[config.mk]
export PLATFORM = sky130hd
export DESIGN_NAME = wb_stage
export DESIGN_NICKNAME = d
export VERILOG_FILES = /design/src/rtl/wb_pkg.sv /design/src/rtl/wb_load_align.sv /design/src/rtl/wb_stage.sv
export SDC_FILE = /design/constraint.sdc
export NUM_CORES = 1
export LEC_CHECK = 0
export BUFFER_PORTS_ARGS = -buffer_cell sky130_fd_sc_hd__buf_2
export CELL_PAD_IN_SITES_DETAIL_PLACEMENT = 1
export CELL_PAD_IN_SITES_GLOBAL_PLACEMENT = 1
export CORE_UTILIZATION = 34
export DETAILED_ROUTE_END_ITERATION = 6
export GPL_ROUTABILITY_DRIVEN = 0
export PLACE_DENSITY = 0.94
export RECOVER_POWER = 50
export SLEW_MARGIN = 10
export SYNTH_ARGS = -nofsm -noshare
export SYNTH_HDL_FRONTEND = slang
export SYNTH_SLANG_ARGS = --single-unit
[constraint.sdc]
create_clock -name clk -period 3.1 [get_ports clk]
set_clock_uncertainty 0.2 [all_clocks]
set_input_delay 0.155 -clock clk [delete_from_list [all_inputs] [get_ports clk]]
set_output_delay 0.155 -clock clk [all_outputs]
set_load 0.005 [all_outputs]
[src/rtl/wb_pkg.sv]
// Shared definitions for the dual-issue writeback stage.
//   - load-type encodings carried on mem_ldtype_iN
//   - writeback FSM state encoding
//   - default data / register-index widths
package wb_pkg;

    localparam int DATA_W_DEF  = 32;
    localparam int RADDR_W_DEF = 5;

    typedef enum logic [2:0] {
        LD_B  = 3'd0,
        LD_BU = 3'd1,
        LD_H  = 3'd2,
        LD_HU = 3'd3,
        LD_W  = 3'd4
    } ldtype_e;

    typedef enum logic [1:0] {
        ST_EMPTY = 2'd0,   // no bundle resident
        ST_S1    = 2'd1,   // bundle resident, tracing first valid slot
        ST_S2    = 2'd2    // tracing slot 2 of a dual bundle
    } wb_state_e;

endpackage

[src/rtl/wb_load_align.sv]
// Load data alignment for one retiring slot (purely combinational).
// Ports:
//   ldtype  in   3       LB/LBU/LH/LHU/LW, reserved codes behave as LW
//   ldoff   in   2       byte offset addr[1:0]
//   raw     in   DATA_W  aligned word read from data RAM
//   data    out  DATA_W  selected, sign/zero-extended load value
module wb_load_align
    import wb_pkg::*;
#(
    parameter int DATA_W = DATA_W_DEF
) (
    input  logic [2:0]        ldtype,
    input  logic [1:0]        ldoff,
    input  logic [DATA_W-1:0] raw,
    output logic [DATA_W-1:0] data
);

    logic [7:0]  byte_sel;
    logic [15:0] half_sel;

    assign byte_sel = raw[{ldoff, 3'b000} +: 8];
    // Halfword select only looks at ldoff[1]; a misaligned ldoff[0] is ignored.
    assign half_sel = ldoff[1] ? raw[31:16] : raw[15:0];

    // NOTE: every output of a combinational block gets a default first so
    // no path through the case can leave it unassigned and infer a latch.
    always_comb begin
        data = raw;
        case (ldtype)
            LD_B:    data = {{(DATA_W-8){byte_sel[7]}}, byte_sel};
            LD_BU:   data = {{(DATA_W-8){1'b0}}, byte_sel};
            LD_H:    data = {{(DATA_W-16){half_sel[15]}}, half_sel};
            LD_HU:   data = {{(DATA_W-16){1'b0}}, half_sel};
            default: data = raw;
        endcase
    end

endmodule

[src/rtl/wb_stage.sv]
// Dual-issue writeback stage between MEM and the two-write-port register file.
// Captures one retiring bundle (slot 1 older, slot 2 younger) per accepted
// handshake, drives both RF write ports in the bundle's first resident cycle
// and serialises the bundle onto the single-commit debug trace port.
// Ports:
//   clk, resetn                    clock, async active-low reset
//   mem_valid / wb_ready           MEM -> WB handshake
//   mem_*_i1 / mem_*_i2            per-slot retiring instruction fields
//   we_iN, waddr_iN, wdata_iN      register-file write ports
//   debug_wb_*                     single-commit trace port
module wb_stage
    import wb_pkg::*;
#(
    parameter int DATA_W  = DATA_W_DEF,
    parameter int RADDR_W = RADDR_W_DEF
) (
    input  logic               clk,
    input  logic               resetn,

    input  logic               mem_valid,
    output logic               wb_ready,

    input  logic               mem_v_i1,
    input  logic               mem_we_i1,
    input  logic [RADDR_W-1:0] mem_waddr_i1,
    input  logic [DATA_W-1:0]  mem_res_i1,
    input  logic               mem_ld_i1,
    input  logic [2:0]         mem_ldtype_i1,
    input  logic [1:0]         mem_ldoff_i1,
    input  logic [DATA_W-1:0]  mem_ldata_i1,
    input  logic [31:0]        mem_pc_i1,

    input  logic               mem_v_i2,
    input  logic               mem_we_i2,
    input  logic [RADDR_W-1:0] mem_waddr_i2,
    input  logic [DATA_W-1:0]  mem_res_i2,
    input  logic               mem_ld_i2,
    input  logic [2:0]         mem_ldtype_i2,
    input  logic [1:0]         mem_ldoff_i2,
    input  logic [DATA_W-1:0]  mem_ldata_i2,
    input  logic [31:0]        mem_pc_i2,

    output logic               we_i1,
    output logic [RADDR_W-1:0] waddr_i1,
    output logic [DATA_W-1:0]  wdata_i1,
    output logic               we_i2,
    output logic [RADDR_W-1:0] waddr_i2,
    output logic [DATA_W-1:0]  wdata_i2,

    output logic [31:0]        debug_wb_pc,
    output logic [3:0]         debug_wb_rf_wen,
    output logic [RADDR_W-1:0] debug_wb_rf_wnum,
    output logic [DATA_W-1:0]  debug_wb_rf_wdata
);

    wb_state_e state, state_nxt;

    // Resident bundle.
    logic               r_v1, r_v2;
    logic               r_we1, r_we2;
    logic [RADDR_W-1:0] r_waddr1, r_waddr2;
    logic [DATA_W-1:0]  r_data1, r_data2;
    logic [31:0]        r_pc1, r_pc2;

    logic [DATA_W-1:0]  aligned1, aligned2;
    logic               accept;
    logic               both_v;
    logic               wr1_ok, wr2_ok;
    logic               collide;

    wb_load_align #(.DATA_W(DATA_W)) u_align1 (
        .ldtype (mem_ldtype_i1),
        .ldoff  (mem_ldoff_i1),
        .raw    (mem_ldata_i1),
        .data   (aligned1)
    );

    wb_load_align #(.DATA_W(DATA_W)) u_align2 (
        .ldtype (mem_ldtype_i2),
        .ldoff  (mem_ldoff_i2),
        .raw    (mem_ldata_i2),
        .data   (aligned2)
    );

    assign both_v  = r_v1 & r_v2;
    assign accept  = mem_valid & wb_ready;

    // Architectural writes of each resident slot (r0 is never written).
    assign wr1_ok  = r_v1 & r_we1 & (r_waddr1 != '0);
    assign wr2_ok  = r_v2 & r_we2 & (r_waddr2 != '0);
    // Both slots hitting the same register: the younger slot 2 wins.
    assign collide = wr1_ok & wr2_ok & (r_waddr1 == r_waddr2);

    // NOTE: state and bundle registers use non-blocking assignments so every
    // flop samples pre-edge values regardless of block ordering.
    always_ff @(posedge clk or negedge resetn) begin
        if (!resetn) begin
            state <= ST_EMPTY;
        end else begin
            state <= state_nxt;
        end
    end

    // NOTE: bundle registers are reset as well: the RF address/data and trace
    // ports expose them directly, and they must read 0 out of reset.
    always_ff @(posedge clk or negedge resetn) begin
        if (!resetn) begin
            r_v1     <= 1'b0;
            r_v2     <= 1'b0;
            r_we1    <= 1'b0;
            r_we2    <= 1'b0;
            r_waddr1 <= '0;
            r_waddr2 <= '0;
            r_data1  <= '0;
            r_data2  <= '0;
            r_pc1    <= '0;
            r_pc2    <= '0;
        end else if (accept) begin
            r_v1     <= mem_v_i1;
            r_v2     <= mem_v_i2;
            r_we1    <= mem_we_i1;
            r_we2    <= mem_we_i2;
            r_waddr1 <= mem_waddr_i1;
            r_waddr2 <= mem_waddr_i2;
            r_data1  <= mem_ld_i1 ? aligned1 : mem_res_i1;
            r_data2  <= mem_ld_i2 ? aligned2 : mem_res_i2;
            r_pc1    <= mem_pc_i1;
            r_pc2    <= mem_pc_i2;
        end
    end

    // Next state, handshake and trace selection.
    always_comb begin
        state_nxt         = state;
        wb_ready          = 1'b0;
        debug_wb_pc       = '0;
        debug_wb_rf_wen   = 4'h0;
        debug_wb_rf_wnum  = '0;
        debug_wb_rf_wdata = '0;

        case (state)
            ST_EMPTY: begin
                wb_ready  = 1'b1;
                state_nxt = accept ? ST_S1 : ST_EMPTY;
            end
            ST_S1: begin
                // A dual bundle holds MEM off for its second trace cycle.
                wb_ready = ~both_v;
                if (both_v) begin
                    state_nxt = ST_S2;
                end else begin
                    state_nxt = accept ? ST_S1 : ST_EMPTY;
                end
                if (r_v1) begin
                    debug_wb_pc       = r_pc1;
                    debug_wb_rf_wen   = wr1_ok ? 4'hF : 4'h0;
                    debug_wb_rf_wnum  = r_waddr1;
                    debug_wb_rf_wdata = r_data1;
                end else begin
                    debug_wb_pc       = r_pc2;
                    debug_wb_rf_wen   = wr2_ok ? 4'hF : 4'h0;
                    debug_wb_rf_wnum  = r_waddr2;
                    debug_wb_rf_wdata = r_data2;
                end
            end
            ST_S2: begin
                wb_ready          = 1'b1;
                state_nxt         = accept ? ST_S1 : ST_EMPTY;
                debug_wb_pc       = r_pc2;
                debug_wb_rf_wen   = wr2_ok ? 4'hF : 4'h0;
                debug_wb_rf_wnum  = r_waddr2;
                debug_wb_rf_wdata = r_data2;
            end
            default: begin
                wb_ready  = 1'b1;
                state_nxt = ST_EMPTY;
            end
        endcase
    end

    // RF writes happen only in the first resident cycle of a bundle.
    assign we_i1    = (state == ST_S1) & wr1_ok & ~collide;
    assign we_i2    = (state == ST_S1) & wr2_ok;
    assign waddr_i1 = r_waddr1;
    assign waddr_i2 = r_waddr2;
    assign wdata_i1 = r_data1;
    assign wdata_i2 = r_data2;

endmodule

==> impl_metrics.py, run 1 <==
metrics = {
    "run_status": {
        "status": "finished with violations",
        "violations": "capacitance limit, slew limit",
    },
    "setup_path": {
        "cp.arrival_ps": 3190,
        "cp_max_fo": 49,
        "critPathKind": "register to register",
        "cp-start-kind": "register",
        "required_ps": 3250,
        "worstSetupEndpointType": "register",
        "reg2regPathDepth": 9,
    },
    "timing": {
        "worst_slack_ps": 65.1,
        "fin_crit_ps": 3030,
        "max-slew-margin-rel_pct": -46.2,
        "fin_crit_sh_pct": 97.9,
        "drv_slew": 76,
        "finalSetupViolCount": 0,
        "tightest_slew_ps": 2190,
        "fmax_mhz": 330,
        "hold_violations": 0,
    },
    "power": {
        "finalPower_uw": 6500,
        "p_leak_uw": 0.00620,
        "vdd_ir_drop_max_mv": 0.324,
        "power_density_mw_per_mm2": 492,
    },
    "min_path": {
        "holdPathStages": 5,
        "hp-class": "primary input to register",
    },
    "grt": {
        "antenna_found_initial": 17,
        "grt_pass1_wl_mm": 72.7,
        "grt_use_total_pct": 39.6,
        "grt_pass1_vias": 12166,
        "grt_max_degree": 77,
        "grt-ovfl-total": 0,
    },
    "finish": {
        "fin_area_mm2": 0.0132,
        "fin_util_pct": 55.8,
        "finalNetCount": 1791,
        "final_layout_size_suffix_gt1_share_pct": 25.6,
        "syn_to_final_growth_pct": 59.2,
    },
    "detailed_routing": {
        "drcViolationCount": 0,
        "wire_per_inst_um": 25.7,
        "detail-route-antenna-nets": 0,
        "drtPass1Iterations": 5,
        "drt_wl_total_mm": 49.3,
        "via_per_inst": 5.83,
        "drtIter0Drc": 1217,
        "vias": 11180,
    },
    "clock_network": {
        "cts.clk_slew.worst_paths_ps": 80,
        "clock_path_buffers": 2,
        "cts_buffers": 17,
        "root_buffer": "clkbuf_16",
        "htree_levels": 4,
        "clkSinkCount": 144,
        "clkLatencyLatePin_ps": 420,
        "cts_tree": "built",
    },
    "synth": {
        "netlist.area_leader.share_pct": 43.4,
        "synth_cells": 1019,
        "yosys.cell_count.top_type": "nand2_1",
        "netlist_area_mm2": 0.00831,
        "ys_ff_latch": 144,
        "synth_flop_cell": "dfrtp_1",
        "synth-async-reset-ratio_pct": 100,
        "ys_seq_area_share_pct": 43.4,
        "synth_cell_types": 54,
        "syn_avg_cell_area_um2": 8.15,
        "netlist_top_cells_count": "nand2_1, dfrtp_1, nor2b_1, a22oi_1, a21oi_1",
        "yosysTopAreaCell": "dfrtp_1",
        "synth_edf_count": 0,
        "yosys_warnings": 0,
        "synth_nets": 1244,
        "synth_area_leaders": "dfrtp_1, nand2_1, a22oi_1",
    },
    "die": {
        "std_cell_rows": 56,
        "die_area_mm2": 0.0251,
        "die_height_um": 158,
        "die_width_um": 158,
        "core-area_mm2": 0.0237,
        "start_util_pct": 35.1,
        "num_io_pins": 371,
    },
    "placed_design": {
        "port_buffers": 370,
        "dp_hpwl_mm": 27.5,
        "dpl_cell_area_mm2": 0.0105,
        "dp_slack_ps": 437,
    },
    "flow_run": {
        "max_cap_viol_count": 1,
    },
}
==> cells by family after synthesis <==
family | Yosys count | synth area share (%)
compound gates | 238 | 20.5
xor+xnor | 5 | 0.527
fa+ha+maj | 4 | 0.602
buf+inv | 94 | 4.65
flops | 144 | 43.4
mux | 22 | 3.09
simple gates | 512 | 27.3
==> power by group <==
part           total, uW  switching (uW)  internal (uW)  leakage (uW)
registers           2420             292           2130       0.00172
logic               2020            1130            898       0.00421
clock network       2060             933           1120      0.000263
total               6500            2350           4150       0.00620
==> critical path: stages, from the launching register on <==
cell and delay [ps]:
dfrtp_1 420, inv_1 100, ha_1 250, nand3_2 210
inv_6 150, nor2_4 240, buf_12 300, o221ai_1 190
a22oi_1 280, dlygate4sd3_1 600
==> path summary, 6_finish.rpt <==
path	slack, ps	from	end
worst max-delay path	70	state[1]	wdata_i1[10]
worst min-delay path	50	mem_res_i1[29]	wdata_i1[29]
worst max register to register	70	state[1]	wdata_i1[10]
worst min register to register	280	r_pc1[23]	r_pc1[23]
max in group asynchronous	420	resetn	r_v2
min in group asynchronous	660	resetn	wdata_i1[5]
==> stage by stage <==
step | hold WS, ps | std cells | TNS (ps)
4_1_cts | 0.107 | 1896 | 0
3_5_place_dp | 58.4 | 1646 | 0
2_1_floorplan | -341 | 1019 | 0
6_report | 45.1 | 1917 | 0
5_1_grt | 41.5 | 1909 | -98.5
3_3_place_gp | 52.9 | 1646 | 0
==> final cells by class <==
| cell class | count | area (um^2) |
|---|---|---|
| fillers | 2890 | 10500 |
| multi-input cells | 782 | 4350 |
| repair buffers | 608 | 4210 |
| flip-flops and latches | 144 | 3600 |
| clock buffers | 19 | 433 |
| well taps | 319 | 399 |
| clock inverters | 13 | 129 |
| inverters | 13 | 53.8 |
| diodes | 19 | 47.5 |
==> layer usage <==
layer | up-vias | global-route usage [%] | part of all wire (%)
met5 | - | 0 | 0.12
li1 | 4624 | - | -
met3 | 298 | 14.6 | 9.6
met4 | 8 | 28.1 | 7.2
met2 | 809 | 62.8 | 47
met1 | 5441 | 43.9 | 37
==> state kept, by name (all words and copies together) (netlist names) <==
name	count
r_pc1	32
r_we1	1
r_v1	1
r_we2	1
r_v2	1
r_pc2	32
wdata_i2	32
waddr_i2	5
wdata_i1	32
waddr_i1	5
state	2
==> repair_timing <==
| action | in CTS | in global routing |
|---|---|---|
| hold buffers | 218 | 0 |
| setup endpoints to repair | 0 | 20 |
| gates resized for setup | 0 | 5 |
| endpoints found under the hold margin | 216 | 0 |
| setup buffers | 0 | 1 |
==> placed cells by master, fill, tap and decap left out, types with 3 or more instances in the layout <==
| cell type | synthesis | routed |
|---|---|---|
| buf_2 | 12 | 320 |
| nand2_1 | 298 | 297 |
| dlygate4sd3_1 | 0 | 218 |
| dfrtp_1 | 144 | 144 |
| nor2b_1 | 81 | 81 |
| a22oi_1 | 76 | 76 |
| a21oi_1 | 65 | 64 |
| nor2_1 | 58 | 57 |
| clkbuf_1 | 60 | 51 |
| nor3_1 | 45 | 45 |
| o21ai_0 | 22 | 22 |
| diode_2 | 0 | 19 |
| clkbuf_16 | 0 | 17 |
| a211oi_1 | 16 | 16 |
| o221ai_1 | 14 | 14 |
| o22ai_1 | 13 | 13 |
| buf_4 | 3 | 12 |
| mux2i_1 | 11 | 11 |
| mux2_2 | 9 | 9 |
| inv_1 | 8 | 8 |
| or3_1 | 7 | 7 |
| o2bb2a_4 | 7 | 7 |
| buf_12 | 0 | 7 |
| o21a_1 | 6 | 6 |
| inv_6 | 0 | 5 |
| clkinvlp_4 | 0 | 4 |
| or4_1 | 3 | 3 |
| xor2_1 | 3 | 3 |
| nand2b_1 | 3 | 3 |
| inv_2 | 4 | 3 |
| ha_1 | 4 | 3 |
(Power assumes the default switching activity.)
==> run 2: changes to the inputs <==
CORE_UTILIZATION = 36   (was 34)
MAX_ROUTING_LAYER = met4   (was unset)
PLACE_DENSITY = 0.95   (was 0.94)
clock period = 3.6 ns   (was 3.1 ns; I/O delays follow)
==> run 2 against run 1 <==
Net effect: the run still ends with capacitance limit, slew limit left; critical path depth shrank 2; via count shrank 1.2%; core utilization grew 1.3 points; sequential share of layout area grew 0.62 points; clock power shrank 6%; setup slack gained 30 ps; combinational power shrank 14%; sequential power shrank 14%; die area shrank 5.5%; fmax shrank 13%; largest cell class unchanged.
==> impl_metrics.py, run 2 (synthesis gave the netlist of run 1 again) <==
metrics = {
    "grt": {
        "grt_pass1_vias": 11819,
        "grt-ovfl-total": 0,
        "grt_use_total_pct": 40.8,
        "antenna_found_initial": 19,
        "grt_pass1_wl_mm": 70.5,
        "grt_max_degree": 94,
    },
    "detailed_routing": {
        "highest_layer": "met4",
        "drtPass1Iterations": 5,
        "drcViolationCount": 0,
        "vias": 11048,
        "wire_per_inst_um": 25.4,
        "drtIter0Drc": 954,
        "detail-route-antenna-nets": 0,
        "drt-met1-wl_mm": 16.7,
        "wl_met2_mm": 23.0,
        "via_per_inst": 5.95,
        "drt_wl_total_mm": 47.2,
        "wl_met3_mm": 3.71,
    },
    "clock_network": {
        "clock_path_buffers": 2,
        "root_buffer": "clkbuf_16",
        "htree_levels": 4,
        "cts.clk_slew.worst_paths_ps": 70,
        "clkSinkCount": 144,
        "cts_buffers": 17,
        "clkLatencyLatePin_ps": 420,
        "cts_tree": "built",
    },
    "power": {
        "p_leak_uw": 0.00611,
        "p_sw_share_pct": 35.2,
        "vdd_ir_drop_max_mv": 0.238,
        "switching_power_uw": 2020,
        "pwr-share-comb_pct": 30.2,
        "internal_power_uw": 3730,
        "seq_power_share_pct": 36.0,
        "clockPowerShare_pct": 33.8,
        "power_density_mw_per_mm2": 445,
    },
    "timing": {
        "rsz0062_at_grt": "false",
        "finalSetupViolCount": 0,
        "fin_crit_ps": 3500,
        "max-slew-margin-rel_pct": -69.3,
        "fin_crit_sh_pct": 97.3,
        "drv_slew": 93,
        "tns_ps": 0,
        "hold_violations": 0,
        "fmax_mhz": 285,
        "tightest_slew_ps": 2540,
    },
    "finish": {
        "finalNetCount": 1762,
        "syn_to_final_growth_pct": 55.6,
        "fillCellCount": 2785,
        "final_common_cell": "buf_2",
        "mostFrequentLayoutCells": "buf_2, nand2_1, dlygate4sd3_1",
        "fin_util_pct": 57.1,
        "fin_area_mm2": 0.0129,
        "final_layout_size_suffix_gt1_share_pct": 26.2,
    },
    "die": {
        "die_width_um": 154,
        "std_cell_rows": 55,
        "num_io_pins": 371,
        "die_height_um": 154,
        "die_area_mm2": 0.0237,
        "start_util_pct": 36.7,
        "core-area_mm2": 0.0226,
    },
    "placed_design": {
        "dpl_cell_area_mm2": 0.0104,
        "port_buffers": 370,
        "dp_hpwl_mm": 26.9,
    },
    "setup_path": {
        "required_ps": 3750,
        "worstSetupEndpointType": "register",
        "critPathKind": "register to register",
        "cp.arrival_ps": 3650,
        "cp_slowest_cell": "nand2_4",
        "cp-start-kind": "register",
        "cp_max_fo": 88,
        "max_stage_delay_ps": 850,
        "cp_cell_sequence": "inv_1 -> ha_1 -> nand3_1 -> nand2_4 -> nor3_1 -> a211oi_1 -> dlygate4sd3_1",
    },
    "min_path": {
        "hp-class": "primary input to register",
    },
    "run_status": {
        "status": "finished with violations",
        "violations": "capacitance limit, slew limit",
    },
    "flow_run": {
        "max_cap_viol_count": 1,
    },
}
-- run 2: changes by cell type in the layout (fill, tap and decap cells not counted), sizes merged --
cell / previous run / this run
buf: 339 / 338
bufinv: 1 / 3
clkbuf: 70 / 65
clkinv: 4 / 2
clkinvlp: 4 / 2
diode: 19 / 21
dlygate4sd3: 218 / 193
inv: 17 / 21
-- run 2: cell type report --
cell class / instances / area, um^2 / area share (%)
Multi-Input combinational cell: 782 / 4350 / 33.7
Antenna cell: 21 / 52.6 / 0.406
Timing Repair Buffer: 579 / 3890 / 30.1
Clock buffer: 17 / 425 / 3.29
Inverter: 13 / 48.8 / 0.377
Clock inverter: 15 / 196 / 1.52
Tap cell: 285 / 357 / 2.76
Sequential cell: 144 / 3600 / 27.9
-- run 2: critical path, delay by kind of cell (launching register included) --
kind	cells	cell delay, ps
simple gates	3	1350
buf+inv	2	740
compound gates	1	460
flops	1	400
fa+ha+maj	1	250
-- run 2: power by group through the flow --
| stage | registers (uW) | logic, uW | clock network [uW] |
|---|---|---|---|
| 3_3_place_gp | 2060 | 1330 | 0 |
| 4_1_cts | 2040 | 1620 | 1950 |
| 3_5_place_dp | 2070 | 1380 | 0 |
| 6_report | 2070 | 1730 | 1940 |
| 2_1_floorplan | 2000 | 737 | 0 |
| 5_1_grt | 2080 | 1850 | 2030 |
-- run 2: per-stage QoR --
step / hold slack, ps / instances / power [uW] / setup WS, ps
floorplan: -316 / 1019 / 2740 / 1290
global placement: 132 / 1606 / 3390 / 826
detailed placement: 155 / 1606 / 3450 / 621
CTS: 2.48 / 1831 / 5610 / 56.7
global route: 6.55 / 1854 / 5960 / 28.7
finish: 14.3 / 1856 / 5750 / 95.6
-- run 2: timing repair --
action | in CTS | in global routing
endpoints found under the hold margin | 234 | 0
buffers inserted | 0 | 3
gates resized for setup | 0 | 3
endpoints found under the setup margin | 0 | 22
hold buffers | 193 | 0
-- run 2: per-layer routing --
metal	global-route usage, %	vias to the layer above
li1	-	4573
met1	43.4	5415
met2	66.1	786
met3	9.89	274
met4	30.2	0
met5	-	-
-- run 2: worst paths after layout --
check / startpoint / to / slack [ps] / cells past startpoint
worst max-delay path: state[1] / wdata_i2[22] / 100 / 7
worst min-delay path: mem_res_i1[25] / wdata_i1[25] / 10 / 5
worst max register to register: state[1] / wdata_i2[22] / 100 / 7
worst min register to register: r_pc1[3] / r_pc1[3] / 280 / 2
max in group asynchronous: resetn / wdata_i2[6] / 820 / 2
min in group asynchronous: resetn / waddr_i1[3] / 840 / 2
